===== src/rtl/fb_write_scheduler.sv =====
// fb_write_scheduler: sole writer of the 160x120 framebuffer, arbitrating single-pixel
// draws against a rectangle-fill engine with round-robin grants under contention.
module fb_write_scheduler #(
    parameter int H_RES  = 160,
    parameter int V_RES  = 120,
    parameter int ADDR_W = 16,
    parameter int DATA_W = 3
) (
    input  logic              clk_write,
    input  logic              reset,
    input  logic              pix_valid,
    output logic              pix_ready,
    input  logic [7:0]        pix_x,
    input  logic [6:0]        pix_y,
    input  logic [DATA_W-1:0] pix_color,
    input  logic              fill_start,
    input  logic [7:0]        fill_x0,
    input  logic [7:0]        fill_x1,
    input  logic [6:0]        fill_y0,
    input  logic [6:0]        fill_y1,
    input  logic [DATA_W-1:0] fill_color,
    output logic              fill_busy,
    output logic              fill_done,
    output logic              fill_error,
    output logic              mem_we,
    output logic [ADDR_W-1:0] mem_addr,
    output logic [DATA_W-1:0] mem_data
);
    typedef enum logic {IDLE, FILL} state_t;

    localparam logic [ADDR_W-1:0] H_A = ADDR_W'(H_RES);
    localparam logic [ADDR_W-1:0] V_A = ADDR_W'(V_RES);

    state_t            state_q, state_d;
    logic              fav_fill_q, fav_fill_d;
    logic [7:0]        x0_q, x0_d, x1_q, x1_d, cur_x_q, cur_x_d;
    logic [6:0]        y1_q, y1_d, cur_y_q, cur_y_d;
    logic [ADDR_W-1:0] row_base_q, row_base_d;
    logic [DATA_W-1:0] color_q, color_d;
    logic              mem_we_q, mem_we_d;
    logic [ADDR_W-1:0] mem_addr_q, mem_addr_d;
    logic [DATA_W-1:0] mem_data_q, mem_data_d;
    logic              fill_done_q, fill_done_d, fill_error_q, fill_error_d;

    logic              fill_req, pix_grant, fill_grant, pix_in, cmd_ok, last_beat, pix_wr;
    logic [ADDR_W-1:0] pix_addr, fill_addr;

    assign fill_req   = state_q == FILL;
    assign pix_ready  = !(fill_req && fav_fill_q);
    assign pix_grant  = pix_valid && pix_ready;
    assign fill_grant = fill_req && !pix_grant;
    assign pix_in     = ADDR_W'(pix_x) < H_A && ADDR_W'(pix_y) < V_A;
    assign pix_wr     = pix_grant && pix_in;
    assign pix_addr   = ADDR_W'(pix_y) * H_A + ADDR_W'(pix_x);
    assign fill_addr  = row_base_q + ADDR_W'(cur_x_q);
    assign last_beat  = cur_x_q == x1_q && cur_y_q == y1_q;
    assign cmd_ok     = fill_x0 <= fill_x1 && fill_y0 <= fill_y1 &&
                        ADDR_W'(fill_x1) < H_A && ADDR_W'(fill_y1) < V_A;

    assign fill_busy  = fill_req;
    assign fill_done  = fill_done_q;
    assign fill_error = fill_error_q;
    assign mem_we     = mem_we_q;
    assign mem_addr   = mem_addr_q;
    assign mem_data   = mem_data_q;

    // The pointer only moves when both requesters compete for the slot.
    always_comb begin
        state_d      = state_q;
        fav_fill_d   = (fill_req && pix_valid) ? !fav_fill_q : fav_fill_q;
        x0_d         = x0_q;
        x1_d         = x1_q;
        y1_d         = y1_q;
        color_d      = color_q;
        cur_x_d      = cur_x_q;
        cur_y_d      = cur_y_q;
        row_base_d   = row_base_q;
        mem_we_d     = fill_grant || pix_wr;
        mem_addr_d   = fill_grant ? fill_addr : pix_wr ? pix_addr : mem_addr_q;
        mem_data_d   = fill_grant ? color_q : pix_wr ? pix_color : mem_data_q;
        fill_done_d  = fill_grant && last_beat;
        fill_error_d = !fill_req && fill_start && !cmd_ok;
        if (!fill_req && fill_start && cmd_ok) begin
            state_d    = FILL;
            x0_d       = fill_x0;
            x1_d       = fill_x1;
            y1_d       = fill_y1;
            color_d    = fill_color;
            cur_x_d    = fill_x0;
            cur_y_d    = fill_y0;
            row_base_d = ADDR_W'(fill_y0) * H_A;
        end
        if (fill_grant) begin
            cur_x_d    = (cur_x_q == x1_q) ? x0_q : cur_x_q + 8'd1;
            cur_y_d    = (cur_x_q == x1_q) ? cur_y_q + 7'd1 : cur_y_q;
            row_base_d = (cur_x_q == x1_q) ? row_base_q + H_A : row_base_q;
            state_d    = last_beat ? IDLE : FILL;
        end
    end

    always_ff @(posedge clk_write or posedge reset) begin
        if (reset) begin
            state_q      <= IDLE;
            fav_fill_q   <= 1'b0;
            x0_q         <= '0;
            x1_q         <= '0;
            y1_q         <= '0;
            color_q      <= '0;
            cur_x_q      <= '0;
            cur_y_q      <= '0;
            row_base_q   <= '0;
            mem_we_q     <= 1'b0;
            mem_addr_q   <= '0;
            mem_data_q   <= '0;
            fill_done_q  <= 1'b0;
            fill_error_q <= 1'b0;
        end else begin
            state_q      <= state_d;
            fav_fill_q   <= fav_fill_d;
            x0_q         <= x0_d;
            x1_q         <= x1_d;
            y1_q         <= y1_d;
            color_q      <= color_d;
            cur_x_q      <= cur_x_d;
            cur_y_q      <= cur_y_d;
            row_base_q   <= row_base_d;
            mem_we_q     <= mem_we_d;
            mem_addr_q   <= mem_addr_d;
            mem_data_q   <= mem_data_d;
            fill_done_q  <= fill_done_d;
            fill_error_q <= fill_error_d;
        end
    end
endmodule


===== config.mk =====
export PLATFORM = sky130hd
export DESIGN_NAME = fb_write_scheduler
export DESIGN_NICKNAME = d
export VERILOG_FILES = /design/src/rtl/fb_write_scheduler.sv
export SDC_FILE = /design/constraint.sdc
export NUM_CORES = 1
export LEC_CHECK = 0
export BUFFER_PORTS_ARGS = -buffer_cell sky130_fd_sc_hd__buf_4
export CORE_MARGIN = 2
export CORE_UTILIZATION = 55
export CTS_CLUSTER_SIZE = 16
export DETAILED_ROUTE_END_ITERATION = 10
export PLACE_DENSITY_LB_ADDON = 0.15
export SLEW_MARGIN = 20
export SYNTH_ARGS = -nofsm -noshare
export SYNTH_HDL_FRONTEND = slang
export SYNTH_SLANG_ARGS = --single-unit

===== constraint.sdc =====
create_clock -name clk_write -period 6.3 [get_ports clk_write]
set_input_delay 0.945 -clock clk_write [delete_from_list [all_inputs] [get_ports clk_write]]
set_output_delay 0.945 -clock clk_write [all_outputs]
set_load 0.01 [all_outputs]

==> impl_metrics.py <==
metrics = {
    "flow_run": {
        "maxCapViolations": 0,
    },
    "logic_synthesis": {
        "yosysUniqueCellTypes": 49,
        "synth-edff-count": 0,
        "netlist_instances": 555,
        "synth_area_per_cell_um2": 8.82,
        "synthesis.nets": 657,
        "syn_area_um2": 4890,
        "yosysTopAreaCell": "dfrtp_1",
        "yosysWarnings": 0,
        "yosysSeqAreaShare_pct": 38.9,
        "ys_ff_latch": 76,
        "synth_top_area_share_pct": 38.9,
        "ys.flop_type": "dfrtp_1",
        "async_flop_share_pct": 100,
        "synth_area_leaders": "dfrtp_1, ha_1, nand2_1",
    },
    "cells_and_area": {
        "final_cell_mix": "nand2_1, buf_4, dfrtp_1",
        "utilization_pct": 67.1,
        "final_common_cell": "nand2_1",
        "drive_gt1_share_pct": 17.6,
        "final_nets": 726,
        "area_growth_pct": 19.0,
        "final_cells": 737,
        "n_antenna_cell": 0,
    },
    "floorplan": {
        "die_height_um": 98.3,
        "io_pins": 79,
        "initial_utilization_pct": 56.4,
        "die_area_um2": 9670,
        "rows": 34,
        "core_area_um2": 8680,
        "die_w_um": 98.3,
    },
    "power": {
        "power.density_nw_per_um2": 409,
        "irDropWorstVdd_v": 0.000184,
        "p_total_mw": 2.38,
        "p_leak_nw": 2.78,
    },
    "min_path": {
        "whs_path_depth": 2,
        "hp-class": "register to register",
        "min-delay-start": "x0_q[6]",
        "holdPathEnd": "x0_q[6]",
    },
    "routing": {
        "drtAntennaViolNets": 0,
        "wire_per_inst_um": 16.6,
        "drc": 0,
        "routed_via_density": 5.93,
        "drt-initial-drc-count": 263,
        "drt_wl_total_um": 12200,
        "drtPass1Iterations": 5,
        "vias": 4367,
    },
    "grt": {
        "grt_pass1_wl_um": 20500,
        "overflow": 0,
        "antenna_found_initial": 0,
        "first_global_vias": 4256,
        "grt_max_degree": 77,
        "grt_usage_pct": 26.2,
    },
    "critical_path": {
        "cp_data_arrival_time_ns": 3.48,
        "cp-start-kind": "input port",
        "endpoint_kind": "register",
        "r2r_end": "row_base_q[15]",
        "cp_max_fo": 16,
        "critical-path-top-delay-family": "simple AND/OR/NAND/NOR gates",
        "critPathKind": "input port to register",
        "r2r_slack_ns": 3.67,
        "critical_path_required_ns": 6.55,
        "slowest_stage": "nand4bb_2",
        "crit_chain": "buf_4 > ha_1 > nand4_1 > or2_2 > a21oi_1 > nand4bb_2 > and2_0 > a221o_1",
        "r2r_cells": 6,
        "max_stage_delay_ns": 0.50,
        "rr_startpoint": "fill_busy",
        "path_buf_inv": 1,
    },
    "sta": {
        "worst_slew_margin_rel_pct": 34.1,
        "grt_setup_unrepaired": "no",
        "fmax_mhz": 310,
        "fin_crit_ns": 3.23,
        "skew_ns": 0.0130,
        "setup_ws_ns": 3.07,
        "worstMarginPinSlew_ns": 0.976,
        "final.setup.tns_ns": 0,
        "period_share_pct": 51.3,
        "setup_viol": 0,
        "hold_viol": 0,
        "slew_violations": 0,
    },
    "cts": {
        "clockRootBuffer": "clkbuf_8",
        "clk_path_buf_depth": 2,
        "htree_levels": 3,
        "clock-sinks": 76,
        "clk_latency_ns": 0.37,
        "cts-buffers-inserted": 9,
        "cts_setup_buffers": 0,
        "cts_tree": "built",
        "clkTransAtPathRegs_ns": 0.08,
        "cts-resized-gates": 0,
        "cts_hold_buf": 0,
    },
    "outcome": {
        "status": "completed",
    },
    "placed_design": {
        "io_buffers": 78,
        "dpl.cell_count": 720,
        "place_ws_ns": 2.55,
        "dp.final_hpwl_um": 8700,
        "gp_congestion": 0.850,
    },
}
[kinds of logic (layout without fill, tap and decap cells)]
kind of cell               after synthesis  in the layout  share of synthesized area, %
and+or+nand+nor                        189            189                          17.6
adders and majority gates               47             47                          12.5
xor gates and xnor gates                45             45                          8.05
buffers and inverters                   52            126                          4.09
DFF                                     76             76                          38.9
AOI/OAI and AO/OA                      143            143                          18.3
muxes                                    3              3                         0.665
[per-stage QoR]
step,area [µm²],hold WS [ns]
after detailed placement,5580,0.460
after floorplan,4890,0.441
after global routing,5820,0.515
after global placement,5580,0.453
after CTS,5810,0.482
final,5820,0.481
[metal layers]
| metal | share of wire, % | track usage [%] | wire [µm] | vias to the layer above |
|---|---|---|---|---|
| met2 | 48 | 43.1 | 5850 | 143 |
| met3 | 4.8 | 3.22 | 591 | 20 |
| met5 | 0 | 0 | 0 | - |
| li1 | - | - | - | 2110 |
| met1 | 46 | 35.8 | 5590 | 2094 |
| met4 | 1.8 | 9.59 | 216 | 0 |
[cells in the mapped netlist (4+ instances only)]
cell type   n
a31oi_1     7
a21o_1      6
nor3_1      7
nor2_1     38
buf_2       4
ha_1       44
and3_1      5
nand2_1    85
o211ai_1   12
nand4_1     8
o21ai_0    40
nor2b_1     4
nor4_1      4
inv_1      26
xnor2_1    26
o221ai_1    4
xor2_1     19
o2bb2a_1    4
clkbuf_1   19
o22ai_1    16
nand3_1    25
a21oi_1    33
a211oi_1    4
dfrtp_1    76
[power by group]
group	total, mW	switching, mW	internal [mW]
clock network	0.439	0.208	0.231
registers	0.928	0.222	0.706
logic	1.02	0.540	0.477
total	2.38	0.970	1.41
[worst reg2reg max path, cell delays in order (launching register included)]
cell	delay [ns]
dfrtp_1	0.55
o21a_1	0.18
buf_4	0.33
nand3_2	0.43
or3_1	0.56
or3_1	0.36
a21oi_1	0.15
[layout make-up]
cell class	instances	area, µm²
fill	712	2860
multi-input combinational	427	2820
sequential	76	1900
timing repair buffer	84	634
tap	108	135
clock buffer	9	124
clock inverter	7	106
inverter	26	97.6
[sequential cells by signal (all words and copies together), names as in the netlist, 3 cells and up]
name / flops
mem_addr: 16
row_base_q: 11
cur_x_q: 8
x0_q: 8
x1_q: 8
cur_y_q: 7
y1_q: 7
color_q: 3
mem_data: 3
[how the worst max path moves through the flow]
stage                from           end  slack [ns]  cells after the start
2_1_floorplan    pix_y[1]  mem_addr[13]        3.37                      8
3_3_place_gp   fill_x0[3]    cur_x_q[0]        2.71                      8
3_5_place_dp   fill_x0[3]    cur_x_q[0]        2.55                      8
4_1_cts        fill_x0[3]    cur_x_q[0]        2.91                      8
5_1_grt        fill_x1[7]    cur_y_q[0]        2.92                     10
6_report       fill_x0[3]    cur_y_q[0]        3.07                      8
(Power assumes the default switching activity.)
